## config.mk

```make
export PLATFORM = sky130hd
export DESIGN_NAME = bus_arbiter
export DESIGN_NICKNAME = d
export VERILOG_FILES = /design/src/rtl/bus_arbiter.sv
export SDC_FILE = /design/constraint.sdc
export NUM_CORES = 1
export LEC_CHECK = 0
export CAP_MARGIN = 20
export CORE_MARGIN = 4
export CORE_UTILIZATION = 42
export CTS_BUF_LIST = sky130_fd_sc_hd__clkbuf_2
export DETAILED_ROUTE_END_ITERATION = 16
export PLACE_DENSITY = 0.95
export SYNTH_ARGS = -nofsm -noshare
export SYNTH_HDL_FRONTEND = slang
export SYNTH_SLANG_ARGS = --single-unit
```

## constraint.sdc

```tcl
create_clock -name clk -period 2.6 [get_ports clk]
set_input_delay 0.52 -clock clk [delete_from_list [all_inputs] [get_ports clk]]
set_output_delay 0.52 -clock clk [all_outputs]
set_load 0.02 [all_outputs]
```

## src/rtl/bus_arbiter.sv

```systemverilog
// bus_arbiter: round-robin two-requester sequencer for the daisy-chained core bus
module bus_arbiter #(
  parameter int TIMEOUT    = 16,
  parameter int ADDR_WIDTH = 16,
  parameter int DATA_WIDTH = 16
) (
  input  logic                  clk,
  input  logic                  rst,
  input  logic [ADDR_WIDTH-1:0] req0_addr_i,
  input  logic [DATA_WIDTH-1:0] req0_wdata_i,
  input  logic                  req0_rw_i,
  input  logic                  req0_valid_i,
  output logic                  req0_ready_o,
  output logic [DATA_WIDTH-1:0] rsp0_rdata_o,
  output logic                  rsp0_err_o,
  output logic                  rsp0_valid_o,
  input  logic [ADDR_WIDTH-1:0] req1_addr_i,
  input  logic [DATA_WIDTH-1:0] req1_wdata_i,
  input  logic                  req1_rw_i,
  input  logic                  req1_valid_i,
  output logic                  req1_ready_o,
  output logic [DATA_WIDTH-1:0] rsp1_rdata_o,
  output logic                  rsp1_err_o,
  output logic                  rsp1_valid_o,
  output logic [ADDR_WIDTH-1:0] addr_o,
  output logic [DATA_WIDTH-1:0] wdata_o,
  output logic [DATA_WIDTH-1:0] rdata_o,
  output logic                  rw_o,
  output logic                  valid_o,
  input  logic [ADDR_WIDTH-1:0] addr_i,
  input  logic [DATA_WIDTH-1:0] wdata_i,
  input  logic [DATA_WIDTH-1:0] rdata_i,
  input  logic                  rw_i,
  input  logic                  valid_i
);
  localparam int CW = $clog2(TIMEOUT);
  typedef enum logic [1:0] {IDLE, ISSUE, WAIT, RESP} state_t;
  state_t state;
  logic prio, win, grant, gnt_v, last, unused_tail;
  logic [CW-1:0] cnt;
  assign unused_tail = ^{addr_i, wdata_i, rw_i};
  // Priority requester wins if pending, otherwise the other one; only granted while idle
  always_comb begin
    grant = (prio ? req1_valid_i : req0_valid_i) ? prio : !prio;
    gnt_v = state == IDLE && (req0_valid_i || req1_valid_i);
    last  = cnt == CW'(TIMEOUT - 1);
  end
  assign req0_ready_o = gnt_v && !grant;
  assign req1_ready_o = gnt_v && grant;
  // Single-transaction sequencer: issue to chain head, wait for tail or timeout, respond
  always_ff @(posedge clk) begin
    if (rst) begin
      state        <= IDLE;
      prio         <= 1'b0;
      win          <= 1'b0;
      cnt          <= '0;
      addr_o       <= '0;
      wdata_o      <= '0;
      rdata_o      <= '0;
      rw_o         <= 1'b0;
      valid_o      <= 1'b0;
      rsp0_rdata_o <= '0;
      rsp0_err_o   <= 1'b0;
      rsp0_valid_o <= 1'b0;
      rsp1_rdata_o <= '0;
      rsp1_err_o   <= 1'b0;
      rsp1_valid_o <= 1'b0;
    end else begin
      rdata_o <= '0;
      case (state)
        IDLE: if (gnt_v) begin
          win     <= grant;
          addr_o  <= grant ? req1_addr_i : req0_addr_i;
          wdata_o <= grant ? req1_wdata_i : req0_wdata_i;
          rw_o    <= grant ? req1_rw_i : req0_rw_i;
          valid_o <= 1'b1;
          state   <= ISSUE;
        end
        ISSUE: begin
          addr_o  <= '0;
          wdata_o <= '0;
          rw_o    <= 1'b0;
          valid_o <= 1'b0;
          cnt     <= '0;
          state   <= WAIT;
        end
        WAIT: if (valid_i || last) begin
          rsp0_valid_o <= !win;
          rsp1_valid_o <= win;
          rsp0_rdata_o <= (!win && valid_i) ? rdata_i : '0;
          rsp1_rdata_o <= (win && valid_i) ? rdata_i : '0;
          rsp0_err_o   <= !win && !valid_i;
          rsp1_err_o   <= win && !valid_i;
          state        <= RESP;
        end else begin
          cnt <= cnt + CW'(1);
        end
        RESP: begin
          rsp0_valid_o <= 1'b0;
          rsp1_valid_o <= 1'b0;
          rsp0_rdata_o <= '0;
          rsp1_rdata_o <= '0;
          rsp0_err_o   <= 1'b0;
          rsp1_err_o   <= 1'b0;
          prio         <= !win;
          state        <= IDLE;
        end
        default: state <= IDLE;
      endcase
    end
  end
endmodule

```

* Word level (Yosys, flattened, before mapping) *
Index checks and enable logic that the tools add are counted.

storage, ports and cells
  register bits = 78
  output and inout port bits = 88
  word-level logic and storage cells = 76
  input bits = 120

operators by class
  add/sub/neg operators = 1
  reduce and logical (&&, ||, !) cells = 22
  equality and inequality tests = 7
  mux-type cells = 32

operators by type and width
  cell                   count
  $mux W16               8
  $pmux W16 S2           4
  $pmux W1 S2            6
  $reduce_and A2 Y1      5
  $mux W1                9
  $pmux W2 S4            1
  $pmux W4 S2            1
  $logic_and A1 B1 Y1    7
  $ne A2 B2 Y1 const B   3
  $reduce_bool A2 Y1     3
  $add A4 B1 Y4 const B  1
  $eq A2 B2 Y1 const B   2
  $eq A4 B4 Y1 const B   1
  $logic_not A1 Y1       4
  $mux W2                2
  $mux W4                1
  $eq A2 B1 Y1 const B   1
  $logic_not A2 Y1       1
  $logic_or A1 B1 Y1     2

* Logic depth before layout (Yosys ltp) *
  depth after elaboration = 5
  mapped depth = 8
  depth with buffers taken out = 6

* Worst setup path before layout *
Ideal clock, no wire load.

  path kind = reg2reg
  start point = reg state[0]
  end point = reg rsp1_err_o
  cell stages (with the launch flop) = 7
  arrival time = 1,597 ps
  slack = 932 ps
  data required time = 2,529 ps
  path through = dfxtp_1 inv_1 ha_1 nor2b_2 o2bb2ai_2 or4b_1 a21oi_1

between the ends
  longest elaborated chain between the ends = 3
  elaborated cells on any way between the ends = 6
  classes of those cells = 3 x eq/ne; 1 x mux; 2 x reduce/logical

ends and longest elaborated chain
  element                                                       line  source
  start: declaration                                            38    state_t state;
  start signal: assignment                                      53    state <= IDLE;
  start signal: assignment                                      77    state <= ISSUE;
  start signal: assignment                                      85    state <= WAIT;
  $eq A2 B2 Y1                                                  70    case (state)
  $ne A2 B2 Y1 (no line) or $reduce_bool A2 Y1 (tied branches)  n/a
  $reduce_and A2 Y1 (no line)                                   n/a
  end signal: assignment                                        93    rsp1_err_o <= win && !valid_i;
  end: declaration                                              23    output logic rsp1_err_o,

Several ways; a longest one is shown, not always the timed one.
A chain may end at the register's enable or synchronous reset.

* Worst setup path after layout *
  start point = reg state[0]
  end point = out req0_ready_o

between the ends
  longest elaborated chain between the ends = 3

ends and longest elaborated chain
  element              line  source
  $logic_not A2 Y1     45    gnt_v = state == IDLE && (req0_valid_i || req1_valid_i);
  $logic_and A1 B1 Y1  45
  $logic_and A1 B1 Y1  48    assign req0_ready_o = gnt_v && !grant;
  end: declaration     13    output logic req0_ready_o,

No other way between the ends.

==> results.ini <==
[global_route]
grt_max_degree=65
track_usage_pct=18.93
grt_pass1_wl_um=15120
antenna_found_initial=0
overflow=0
grt_pass1_vias=3169

[finish]
n_antenna_cell=0
area_growth_pct=50.85
drive_above_1_share_pct=6.274
nets=647

[sta]
setup_viol=0
clock-skew-final_ns=0.02012
rsz0062_at_grt=false
hold_viol_final=0
fmax_mhz=422.0
slew_headroom_pct=58.44
worst_slew_pin_slew_ns=0.6235
post-route-min-period_ns=2.370
slew_violations=0
setup_tns_ns=0
worst_slack_ns=0.2301
fin_crit_sh_pct=91.15

[run]
drv_cap=0

[floorplanning]
rows=32
die_area_um2=9772
initial_utilization_pct=43.96
dieWidth_um=98.86
core_area_um2=7888
die_h_um=98.86
io_pins=208

[placement]
io_buffers=158
dp_hpwl_um=7330
gp_congestion=0.7712
place_ws_ns=0.1363

[worst_setup_path]
worst_setup_path_end_kind=output pin
path_cells=inv_1 -> ha_1 -> nand2_1 -> a21oi_1 -> dlygate4sd2_1
r2r-start=state[0]
worstPathArrival_ns=1.85
critPathMaxStageDelay_ns=0.39
cp-startpoint=state[0]
crit_family=buffers and inverters
start_kind=flip-flop
critPathSlowestCell=dfxtp_1
crit_buf_inv=2
crit_type=reg -> out
crit_fanout=5
required_ns=2.08

[cts]
hold_buffers=0
cts-htree-levels=3
cts_resized=2
cts_buffers=9
cts.clk_slew.worst_paths_ns=0.20
postCtsSetupRepairBufs=0
insertion_delay_ns=0.49
cts_tree=yes
clock_sinks=78
root_buffer=clkbuf_2
cts.path.max_buffers=2

[min_path]
hold_start=wdata_o[11]
hp-class=reg -> reg

[detailed_routing]
wire_per_inst_um=15.09
first_iter_violations=77
num_vias=3184
routed_wl_um=9478
drt-vias-per-instance=5.070
drcViolationCount=0
first_pass_iters=5
antenna_left=0

[synth]
synth_top_cell_area_share_pct=45.04
synth_cell_type_count=38
ys.flop_type=dfxtp_1
syn_area_per_cell_um2=9.396
yosys-top-cells-area=dfxtp_1 (45%), mux2i_1 (10%), nand3b_1 (7.1%), o31ai_1 (6.9%), nand2_1 (4.4%)
synth_seq_area_share_pct=45.04
post-synth-top-count-cell=dfxtp_1
synth-seq-cells=78
synth_top_area_cell=dfxtp_1
synth_edf_count=0
ys_top_cells_by_count=dfxtp_1 (78), nand2_1 (41), mux2i_1 (35)
synth_area_um2=3467
ys_warn_count=0
ys_async_sr_fraction_pct=0
synthesis.instances=369

[pwr]
vdd_drop_max_mv=0.4068
powerDensity_nw_per_um2=750.7
leakage_uw=0.001985

[status]
outcome=finished, final reports clean

[flip-flops by register name (all words and copies together), names as in the netlist]
register,flops
addr_o,16
rsp0_rdata_o,16
rsp1_rdata_o,16
wdata_o,16
cnt,4
state,2
prio,1
rsp0_err_o,1
rsp0_valid_o,1
rsp1_err_o,1
rsp1_valid_o,1
rw_o,1
valid_o,1
win,1
[stage by stage]
step	instance area [um^2]	utilization (%)	instances	power [uW]	hold slack (ns)
3_3_place_gp	5122	64.94	612	3264	0.4325
6_report	5230	66.31	628	3926	0.4663
5_1_grt	5230	66.31	628	4184	0.4919
4_1_cts	5230	66.31	628	3969	0.4684
3_5_place_dp	5122	64.94	612	3333	0.4429
2_1_floorplan	3523	-	384	2585	0.5033
[cell families (layout without fill, tap and decap cells)]
family / count (synthesis) / after routing / share of synthesized area, %
AOI/OAI and AO/OA: 82 / 82 / 15.12
adders and majority gates: 6 / 6 / 2.165
buffers and inverters: 46 / 188 / 7.434
DFF: 78 / 78 / 45.04
muxes: 36 / 36 / 10.43
other: 1 / 16 / 0.1082
and+or+nand+nor: 120 / 120 / 19.70
[path summary, 6_finish.rpt]
path         cells past startpoint               to  slack, ns
max                              5     req0_ready_o       0.23
min                              2      wdata_o[11]       0.47
max reg2reg                      7  rsp0_rdata_o[6]       0.64
min reg2reg                      2      wdata_o[11]       0.47
[power by group]
group / internal, uW / switching (uW) / total (uW)
Combinational: 785 / 969 / 1750
Clock: 223 / 413 / 637
Sequential: 1410 / 124 / 1540
[placed cells by master (no fill, tap or decap), types with 2 or more instances in the layout]
cell	instances
conb_1	16
inv_1	4
buf_4	7
dfxtp_1	78
ha_1	6
a21oi_1	10
nand2b_1	19
mux2i_1	35
o31ai_1	32
nand2_1	41
nand3b_1	33
o21ai_0	27
o21ai_1	6
clkinv_2	2
nor2_1	9
clkdlybuf4s50_1	156
a211oi_1	2
or3_1	2
dlygate4sd2_1	2
or3b_1	2
buf_12	3
nand3_1	2
clkbuf_2	10
[tightest hold or removal path, cell delays in order, from the launching register on]
cell	delay, ns
dfxtp_1	0.36
nand2_1	0.05
o21ai_1	0.05
[area by class of cell]
class                   instances  area [um^2]
flip-flops and latches         78         1562
well taps                     102        127.6
repair buffers                168         1692
clock inverters                 6        60.06
clock buffers                  10        50.05
inverters                       4        15.01
fillers                       602         2658
multi-input cells             260         1724
[metal layers]
layer	wire length, um	GRT usage, %
met5	0	0
met2	4686	33.37
met3	992	8.351
met4	74	4.412
met1	3725	20.89
No activity file was read; power rests on OpenSTA's default activity.
